<file path="src/rtl/read_bmap_row_pkg.sv">
// Shared types for the bitmap row reader: 16.16 coordinates, pixel type, FSM states,
// the per-pixel return tag and the halfword selector.
package read_bmap_row_pkg;

    typedef logic [31:0] fix16_t;
    typedef logic [15:0] pixel_t;

    typedef enum logic [1:0] {
        ST_IDLE,
        ST_ISSUE,
        ST_DRAIN
    } state_t;

    // Travels alongside each pixel from issue to output, in issue order.
    typedef struct packed {
        logic last;
        logic reuse;
        logic upper;
    } tag_t;

    function automatic pixel_t hw_sel(input logic [31:0] word, input logic upper);
        return upper ? word[31:16] : word[15:0];
    endfunction

endpackage

</file>
<file path="src/rtl/read_bmap_fifo.sv">
// Generic synchronous FIFO, zero-latency head read; push while full is taken only if
// the same cycle pops.
module read_bmap_fifo #(
    parameter int DEPTH = 4,
    parameter int WIDTH = 32
) (
    input  logic             clk,
    input  logic             rst,
    input  logic             push,
    input  logic [WIDTH-1:0] din,
    input  logic             pop,
    output logic [WIDTH-1:0] dout,
    output logic             empty
);
    localparam int AW = (DEPTH > 1) ? $clog2(DEPTH) : 1;

    logic [WIDTH-1:0] r_mem [DEPTH];
    logic [AW-1:0]    r_wr;
    logic [AW-1:0]    r_rd;
    logic [AW:0]      r_cnt;
    logic             w_full;
    logic             w_push;
    logic             w_pop;

    function automatic logic [AW-1:0] nxt(input logic [AW-1:0] p);
        return (p == AW'(DEPTH - 1)) ? '0 : p + AW'(1);
    endfunction

    assign empty  = (r_cnt == '0);
    assign w_full = (r_cnt == (AW+1)'(DEPTH));
    assign w_pop  = pop && !empty;
    assign w_push = push && (!w_full || w_pop);
    assign dout   = r_mem[r_rd];

    always_ff @(posedge clk) begin
        if (rst) begin
            r_wr  <= '0;
            r_rd  <= '0;
            r_cnt <= '0;
        end else begin
            if (w_push) r_wr <= nxt(r_wr);
            if (w_pop)  r_rd <= nxt(r_rd);
            r_cnt <= r_cnt + (AW+1)'(w_push) - (AW+1)'(w_pop);
        end
    end

    always_ff @(posedge clk) begin
        if (w_push) r_mem[r_wr] <= din;
    end

endmodule

</file>
<file path="src/rtl/read_bmap_row.sv">
// Walks a 16.16 path through a frame buffer, reading one halfword pixel per step; pixels
// stream out in order under pix_ready backpressure. READ_BMAP_WORD_REUSE_EN skips repeat-word reads.
module read_bmap_row
    import read_bmap_row_pkg::*;
#(
    parameter int DATA_WIDTH  = 32,
    parameter int ADDR_WIDTH  = 32,
    parameter int PIXEL_WIDTH = 16,
    parameter int PIPE_LEN    = 4
) (
    input  logic                   aclk,
    input  logic                   areset,
    input  logic                   req,
    input  logic [ADDR_WIDTH-1:0]  fb_base_in,
    input  logic [31:0]            wmod_in,
    input  logic [31:0]            xcur_in,
    input  logic [31:0]            ycur_in,
    input  logic [31:0]            hdx_in,
    input  logic [31:0]            hdy_in,
    input  logic [31:0]            cnt_in,
    output logic                   mem_req,
    output logic                   mem_we,
    output logic [ADDR_WIDTH-1:0]  mem_addr,
    output logic [DATA_WIDTH-1:0]  mem_wdata,
    input  logic [DATA_WIDTH-1:0]  mem_rdata,
    input  logic                   mem_resp,
    output logic [PIXEL_WIDTH-1:0] pixel,
    output logic                   pix_valid,
    input  logic                   pix_ready,
    output logic                   pix_last,
    output logic                   busy,
    output logic                   done
);
    localparam int CW = $clog2(PIPE_LEN + 1);

    state_t                r_state;
    logic [ADDR_WIDTH-1:0] r_base;
    logic [31:0]           r_wmod;
    fix16_t                r_x;
    fix16_t                r_y;
    fix16_t                r_hdx;
    fix16_t                r_hdy;
    logic [31:0]           r_cnt;
    logic [31:0]           r_issued;
    logic [31:0]           r_acc;
    logic [CW-1:0]         r_infl;
    logic                  r_mem_req;
    logic [ADDR_WIDTH-1:0] r_mem_addr;
    logic                  r_busy;
    logic                  r_done;
    logic [DATA_WIDTH-1:0] r_held;

    logic [31:0]           w_prod;
    logic [ADDR_WIDTH-1:0] w_byte;
    logic [ADDR_WIDTH-1:0] w_waddr;
    logic                  w_reuse;
    logic                  w_issue;
    logic                  w_accept;
    logic                  w_pix_vld;
    tag_t                  w_tag_in;
    tag_t                  w_tag;
    logic                  w_tag_empty;
    logic [DATA_WIDTH-1:0] w_dat;
    logic                  w_dat_empty;
    logic [DATA_WIDTH-1:0] w_word;
    pixel_t                w_pix;

    assign w_prod  = 32'(r_y[31:16]) * r_wmod;
    assign w_byte  = r_base + ADDR_WIDTH'(w_prod) + ADDR_WIDTH'({r_x[31:16], 1'b0});
    assign w_waddr = w_byte >> 2;

`ifdef READ_BMAP_WORD_REUSE_EN
    logic [ADDR_WIDTH-1:0] r_prev_waddr;
    logic                  r_prev_vld;

    assign w_reuse = r_prev_vld && (w_waddr == r_prev_waddr);

    always_ff @(posedge aclk) begin
        if (areset || r_state == ST_IDLE) begin
            r_prev_vld   <= 1'b0;
            r_prev_waddr <= '0;
        end else if (w_issue) begin
            r_prev_vld   <= 1'b1;
            r_prev_waddr <= w_waddr;
        end
    end
`else
    assign w_reuse = 1'b0;
`endif

    // A slot freed by this cycle's acceptance can be reused immediately, keeping one pixel per cycle.
    assign w_issue  = (r_state == ST_ISSUE) && ((r_infl < CW'(PIPE_LEN)) || w_accept);
    assign w_accept = w_pix_vld && pix_ready;

    assign w_tag_in.last  = (r_issued == r_cnt - 32'd1);
    assign w_tag_in.reuse = w_reuse;
    assign w_tag_in.upper = w_byte[1];

    read_bmap_fifo #(.DEPTH(PIPE_LEN), .WIDTH($bits(tag_t))) u_tag_fifo (
        .clk   (aclk),
        .rst   (areset),
        .push  (w_issue),
        .din   (w_tag_in),
        .pop   (w_accept),
        .dout  (w_tag),
        .empty (w_tag_empty)
    );

    read_bmap_fifo #(.DEPTH(PIPE_LEN), .WIDTH(DATA_WIDTH)) u_dat_fifo (
        .clk   (aclk),
        .rst   (areset),
        .push  (mem_resp && (r_state != ST_IDLE)),
        .din   (mem_rdata),
        .pop   (w_accept && !w_tag.reuse),
        .dout  (w_dat),
        .empty (w_dat_empty)
    );

    assign w_pix_vld = !w_tag_empty && (w_tag.reuse || !w_dat_empty);
    assign w_word    = w_tag.reuse ? r_held : w_dat;
    assign w_pix     = hw_sel(32'(w_word), w_tag.upper);

    assign pixel     = w_pix_vld ? PIXEL_WIDTH'(w_pix) : '0;
    assign pix_valid = w_pix_vld;
    assign pix_last  = w_pix_vld && w_tag.last;
    assign mem_req   = r_mem_req;
    assign mem_addr  = r_mem_addr;
    assign mem_we    = 1'b0;
    assign mem_wdata = '0;
    assign busy      = r_busy;
    assign done      = r_done;

    always_ff @(posedge aclk) begin
        if (areset) begin
            r_state    <= ST_IDLE;
            r_base     <= '0;
            r_wmod     <= '0;
            r_x        <= '0;
            r_y        <= '0;
            r_hdx      <= '0;
            r_hdy      <= '0;
            r_cnt      <= '0;
            r_issued   <= '0;
            r_acc      <= '0;
            r_infl     <= '0;
            r_mem_req  <= 1'b0;
            r_mem_addr <= '0;
            r_busy     <= 1'b0;
            r_done     <= 1'b0;
            r_held     <= '0;
        end else begin
            r_done    <= 1'b0;
            r_mem_req <= 1'b0;
            r_infl    <= r_infl + CW'(w_issue) - CW'(w_accept);
            if (w_accept && !w_tag.reuse) r_held <= w_dat;
            if (w_accept) r_acc <= r_acc + 32'd1;
            if (w_issue) begin
                r_x       <= r_x + r_hdx;
                r_y       <= r_y + r_hdy;
                r_issued  <= r_issued + 32'd1;
                r_mem_req <= !w_reuse;
                if (!w_reuse) r_mem_addr <= w_waddr;
            end
            case (r_state)
                ST_IDLE: begin
                    if (req) begin
                        r_base   <= fb_base_in;
                        r_wmod   <= wmod_in;
                        r_x      <= xcur_in;
                        r_y      <= ycur_in;
                        r_hdx    <= hdx_in;
                        r_hdy    <= hdy_in;
                        r_cnt    <= cnt_in;
                        r_issued <= '0;
                        r_acc    <= '0;
                        r_busy   <= 1'b1;
                        r_state  <= (cnt_in == 32'd0) ? ST_DRAIN : ST_ISSUE;
                    end
                end
                ST_ISSUE: begin
                    if (w_issue && (r_issued + 32'd1 == r_cnt)) r_state <= ST_DRAIN;
                end
                ST_DRAIN: begin
                    if (r_acc + 32'(w_accept) == r_cnt) begin
                        r_state <= ST_IDLE;
                        r_busy  <= 1'b0;
                        r_done  <= 1'b1;
                    end
                end
                default: r_state <= ST_IDLE;
            endcase
        end
    end

endmodule

</file>
<file path="config.mk">
export PLATFORM = sky130hd
export DESIGN_NAME = read_bmap_row
export DESIGN_NICKNAME = d
export VERILOG_FILES = /design/src/rtl/read_bmap_row_pkg.sv /design/src/rtl/read_bmap_fifo.sv /design/src/rtl/read_bmap_row.sv
export SDC_FILE = /design/constraint.sdc
export NUM_CORES = 2
export LEC_CHECK = 0
export ABC_AREA = 1
export ABC_CLOCK_PERIOD_IN_PS = 6700
export CORE_UTILIZATION = 50
export CTS_CLUSTER_DIAMETER = 100
export DETAILED_ROUTE_END_ITERATION = 8
export GPL_TIMING_DRIVEN = 0
export PLACE_DENSITY = 0.73
export RECOVER_POWER = 25
export REMOVE_ABC_BUFFERS = 1
export SLEW_MARGIN = 10
export SYNTH_ARGS = -nofsm -noshare
export SYNTH_HDL_FRONTEND = slang
export SYNTH_SLANG_ARGS = --single-unit
</file>
<file path="constraint.sdc">
create_clock -name aclk -period 6.7 [get_ports aclk]
set_clock_uncertainty 0.2 [all_clocks]
set_input_delay 1.675 -clock aclk [delete_from_list [all_inputs] [get_ports aclk]]
set_output_delay 1.675 -clock aclk [all_outputs]
set_load 0.03 [all_outputs]
</file>
==> metrics.yaml <==
critical_path:
  cp_max_fo: 14
  arrival_ns: 6.81
  critical_path.cell_chain: "nand2_1, fa_1, inv_1, fa_1, inv_1, fa_1, inv_1, fa_1, fa_1, inv_1, fa_1, inv_1, ha_1, a21oi_1, o21ai_0, a21oi_1, nand3_1, a41oi_2, nand3b_1, nand3_1, nand2_1, inv_1"
  path_delay_family: "adder cells"
  critPathRequiredTime_ns: 7.04
  cp-start-kind: "flip-flop"
  cp.buffers_inverters: 6
  slowest_delay_ns: 0.79
  critPathSlowestCell: "dfxtp_1"
  crit_path_end_kind: "flip-flop"
  path_class: "reg -> reg"
synthesis:
  syn_inst: 4953
  synth_area_leaders: "fa_1 18%, dfxtp_1 18%, edfxtp_1 11%"
  synth_area_per_cell_um2: 7.78
  netlist_area_um2: 38500
  yosysWarnings: 0
  seq_area_frac_synth: 0.285
  synth.most_common_cell: "nand2_1"
  ys_top_cells_by_count: "1027 x nand2_1, 890 x inv_1, 440 x nor2_1"
  ys_seq_elements: 480
  yosys.area.top_type_share: 0.184
  async_reset_ff_frac: 0
  yosysTopAreaCell: "fa_1"
  synth_cell_type_count: 59
  synth_edf_count: 136
  synthFlopType: "dfxtp_1"
cts:
  htree_levels: 2
  cts_tree: "done"
  postCtsHoldBufs: 0
  clkTransAtPathRegs_ns: 0.07
  clk_latency_ns: 0.66
  cts.sinks: 480
  cts_buffers: 55
  clockBufferDepth: 3
  cts_root_buffer: "clkbuf_16"
global_routing:
  grt_use_total: 0.283
  antenna_found_initial: 11
  grt_overflow: 0
  grt_max_degree: 88
  grt_pass1_wl_um: 174000
  grt_pass1_vias: 32300
flow_run:
  maxCapViolCount: 0
final_layout:
  nFillCells: 6869
  fin_cells: 6220
  drive_gt1_frac: 0.0463
  multi_input_area_um2: 23300
  ff_latch_area_um2: 11000
  nNetsFinal: 5918
  syn2layout_area_growth_pct: 15.9
sta:
  finalMaxSlewViolations: 0
  max_freq_mhz: 155
  timing.final.ws_setup_ns: 0.236
  worst_pin_slew_ns: 1.12
  rsz0062_at_grt: "false"
  period_minus_slack_ns: 6.46
  setup_viol: 0
  max_slew_margin: 0.256
  final_hold_viol_count: 0
  finalCritPeriodShare: 0.965
floorplanning:
  coreArea_um2: 76100
  dieArea_um2: 78200
  die_h_um: 280
  initial_core_util: 0.507
  dieWidth_um: 280
  ios: 347
  rows: 101
placed_design:
  io_buffers: 311
  dp_slack_ns: -0.340
  dpl.hpwl_um: 85800
  dp.cells: 6111
  place.gp.congestion: 0.970
routing:
  remaining_drc_errors: 0
  vias_per_cell: 5.34
  drtIter0Drc: 2962
  ant_nets: 0
  drtPass1Iterations: 7
  drt-total-wl_um: 111000
  num_vias: 33200
  wire_per_inst_um: 17.8
run_status:
  status: "completed"
worst_hold_path:
  hold_path_class: "reg -> reg"
pwr:
  power.density_nw_per_um2: 291
  vdd_drop_max_v: 0.000222
  p_leak_nw: 20.7
## worst reg2reg max path: stages, from the launching register on
cell	delay, ns
dfxtp_1	0.79
nand2_1	0.16
fa_1	0.52
inv_1	0.06
fa_1	0.52
inv_1	0.05
fa_1	0.52
inv_1	0.06
fa_1	0.51
fa_1	0.50
inv_1	0.05
fa_1	0.48
inv_1	0.04
ha_1	0.33
a21oi_1	0.22
o21ai_0	0.18
a21oi_1	0.17
nand3_1	0.19
a41oi_2	0.43
nand3b_1	0.18
nand3_1	0.08
nand2_1	0.08
inv_1	0.04
## state kept, by name (all words and copies together), names as in the netlist, named ones only
| name | count |
|---|---|
| busy | 1 |
| u_tag_fifo.r_rd | 2 |
| u_tag_fifo.r_cnt | 3 |
| u_tag_fifo.r_wr | 2 |
| r_x | 32 |
| r_hdx | 32 |
| u_tag_fifo.r_mem | 8 |
| r_hdy | 32 |
| r_wmod | 32 |
| u_dat_fifo.r_mem | 128 |
| r_issued | 32 |
| r_y | 32 |
| r_acc | 32 |
| mem_addr | 30 |
| mem_req | 1 |
| done | 1 |
| u_dat_fifo.r_rd | 2 |
| u_dat_fifo.r_cnt | 3 |
| r_state | 2 |
| u_dat_fifo.r_wr | 2 |
| r_infl | 3 |
| r_base | 32 |
| r_cnt | 32 |
## metrics by stage
stage                      TNS, ns  power (mW)  area [um^2]  hold slack (ns)   util
after global placement    -2728.96        9.69        42000            0.250  0.552
after global routing             0        14.0        44700            0.296  0.587
after CTS                        0        13.0        44600            0.273  0.587
after floorplan            -644.47        7.88        37600            0.239      -
after detailed placement    -0.740        9.90        42700            0.256  0.562
final                            0        13.0        44700            0.271  0.587
## cells by family (layout without fill, tap and decap cells)
group / Yosys count / after routing / synth area share
compound gates: 825 / 825 / 0.129
xor+xnor: 167 / 167 / 0.0390
fa+ha+maj: 518 / 518 / 0.237
buf+inv: 1139 / 1338 / 0.115
flops: 480 / 480 / 0.285
other cells: 1 / 39 / 0.0000973
simple gates: 1823 / 1823 / 0.196
## placed cells by master (no fill, tap or decap), types with 16 or more instances in the layout
cell	netlist	final
nand4_1	35	35
xor2_1	105	105
or2_2	21	21
fa_1	354	354
a21o_1	18	18
nor2_1	440	437
nor3_1	60	59
nand3_1	177	177
ha_1	164	164
dlygate4sd3_1	0	34
a211oi_1	18	18
conb_1	1	35
nand2_1	1027	1026
a22o_1	114	114
o21bai_1	18	18
inv_1	890	888
dfxtp_1	344	312
o221a_2	16	16
xnor2_1	59	59
nor4_1	16	16
o21ai_0	318	318
clkdlybuf4s50_1	0	276
clkbuf_16	0	56
edfxtp_1	136	136
dfxtp_2	0	23
a21oi_1	262	261
## final cells by class
cell class              instances  share of cell area
multi-input cells            3368               0.522
flip-flops and latches        480               0.247
repair buffers                338              0.0837
inverters                     896              0.0755
clock buffers                  69              0.0336
well taps                    1030              0.0288
clock inverters                35             0.00876
diodes                          4            0.000224
## worst paths after layout
check | from | to | depth (start not counted) | slack [ns]
max | r_wmod[19]$_SDFFE_PP0P_ | mem_addr[29]$_SDFFE_PP0P_ | 22 | 0.24
min | busy$_SDFFE_PP0P_ | busy$_SDFFE_PP0P_ | 2 | 0.27
max reg2reg | r_wmod[19]$_SDFFE_PP0P_ | mem_addr[29]$_SDFFE_PP0P_ | 22 | 0.24
min reg2reg | busy$_SDFFE_PP0P_ | busy$_SDFFE_PP0P_ | 2 | 0.27
## per-layer routing
layer,share of wire,wire length [um],vias up,global-route usage
met4,0.030,3320,18,0.0860
met3,0.084,9330,188,0.0486
met1,0.43,48100,15800,0.389
met5,0.00099,110,-,0
met2,0.45,50000,1256,0.457
li1,-,-,16000,-
## what timing repair did
item | in CTS | in global routing
setup buffers | 0 | 1
endpoints found under the setup margin | 4 | 6
resized for setup | 6 | 31
pin swaps | 0 | 0
## power by group
group | internal (mW) | total, mW | switching (mW)
logic | 2.25 | 5.89 | 3.64
registers | 3.40 | 4.01 | 0.605
clock network | 1.80 | 3.12 | 1.32
total | 7.45 | 13.0 | 5.57
(Power assumes the default switching activity.)
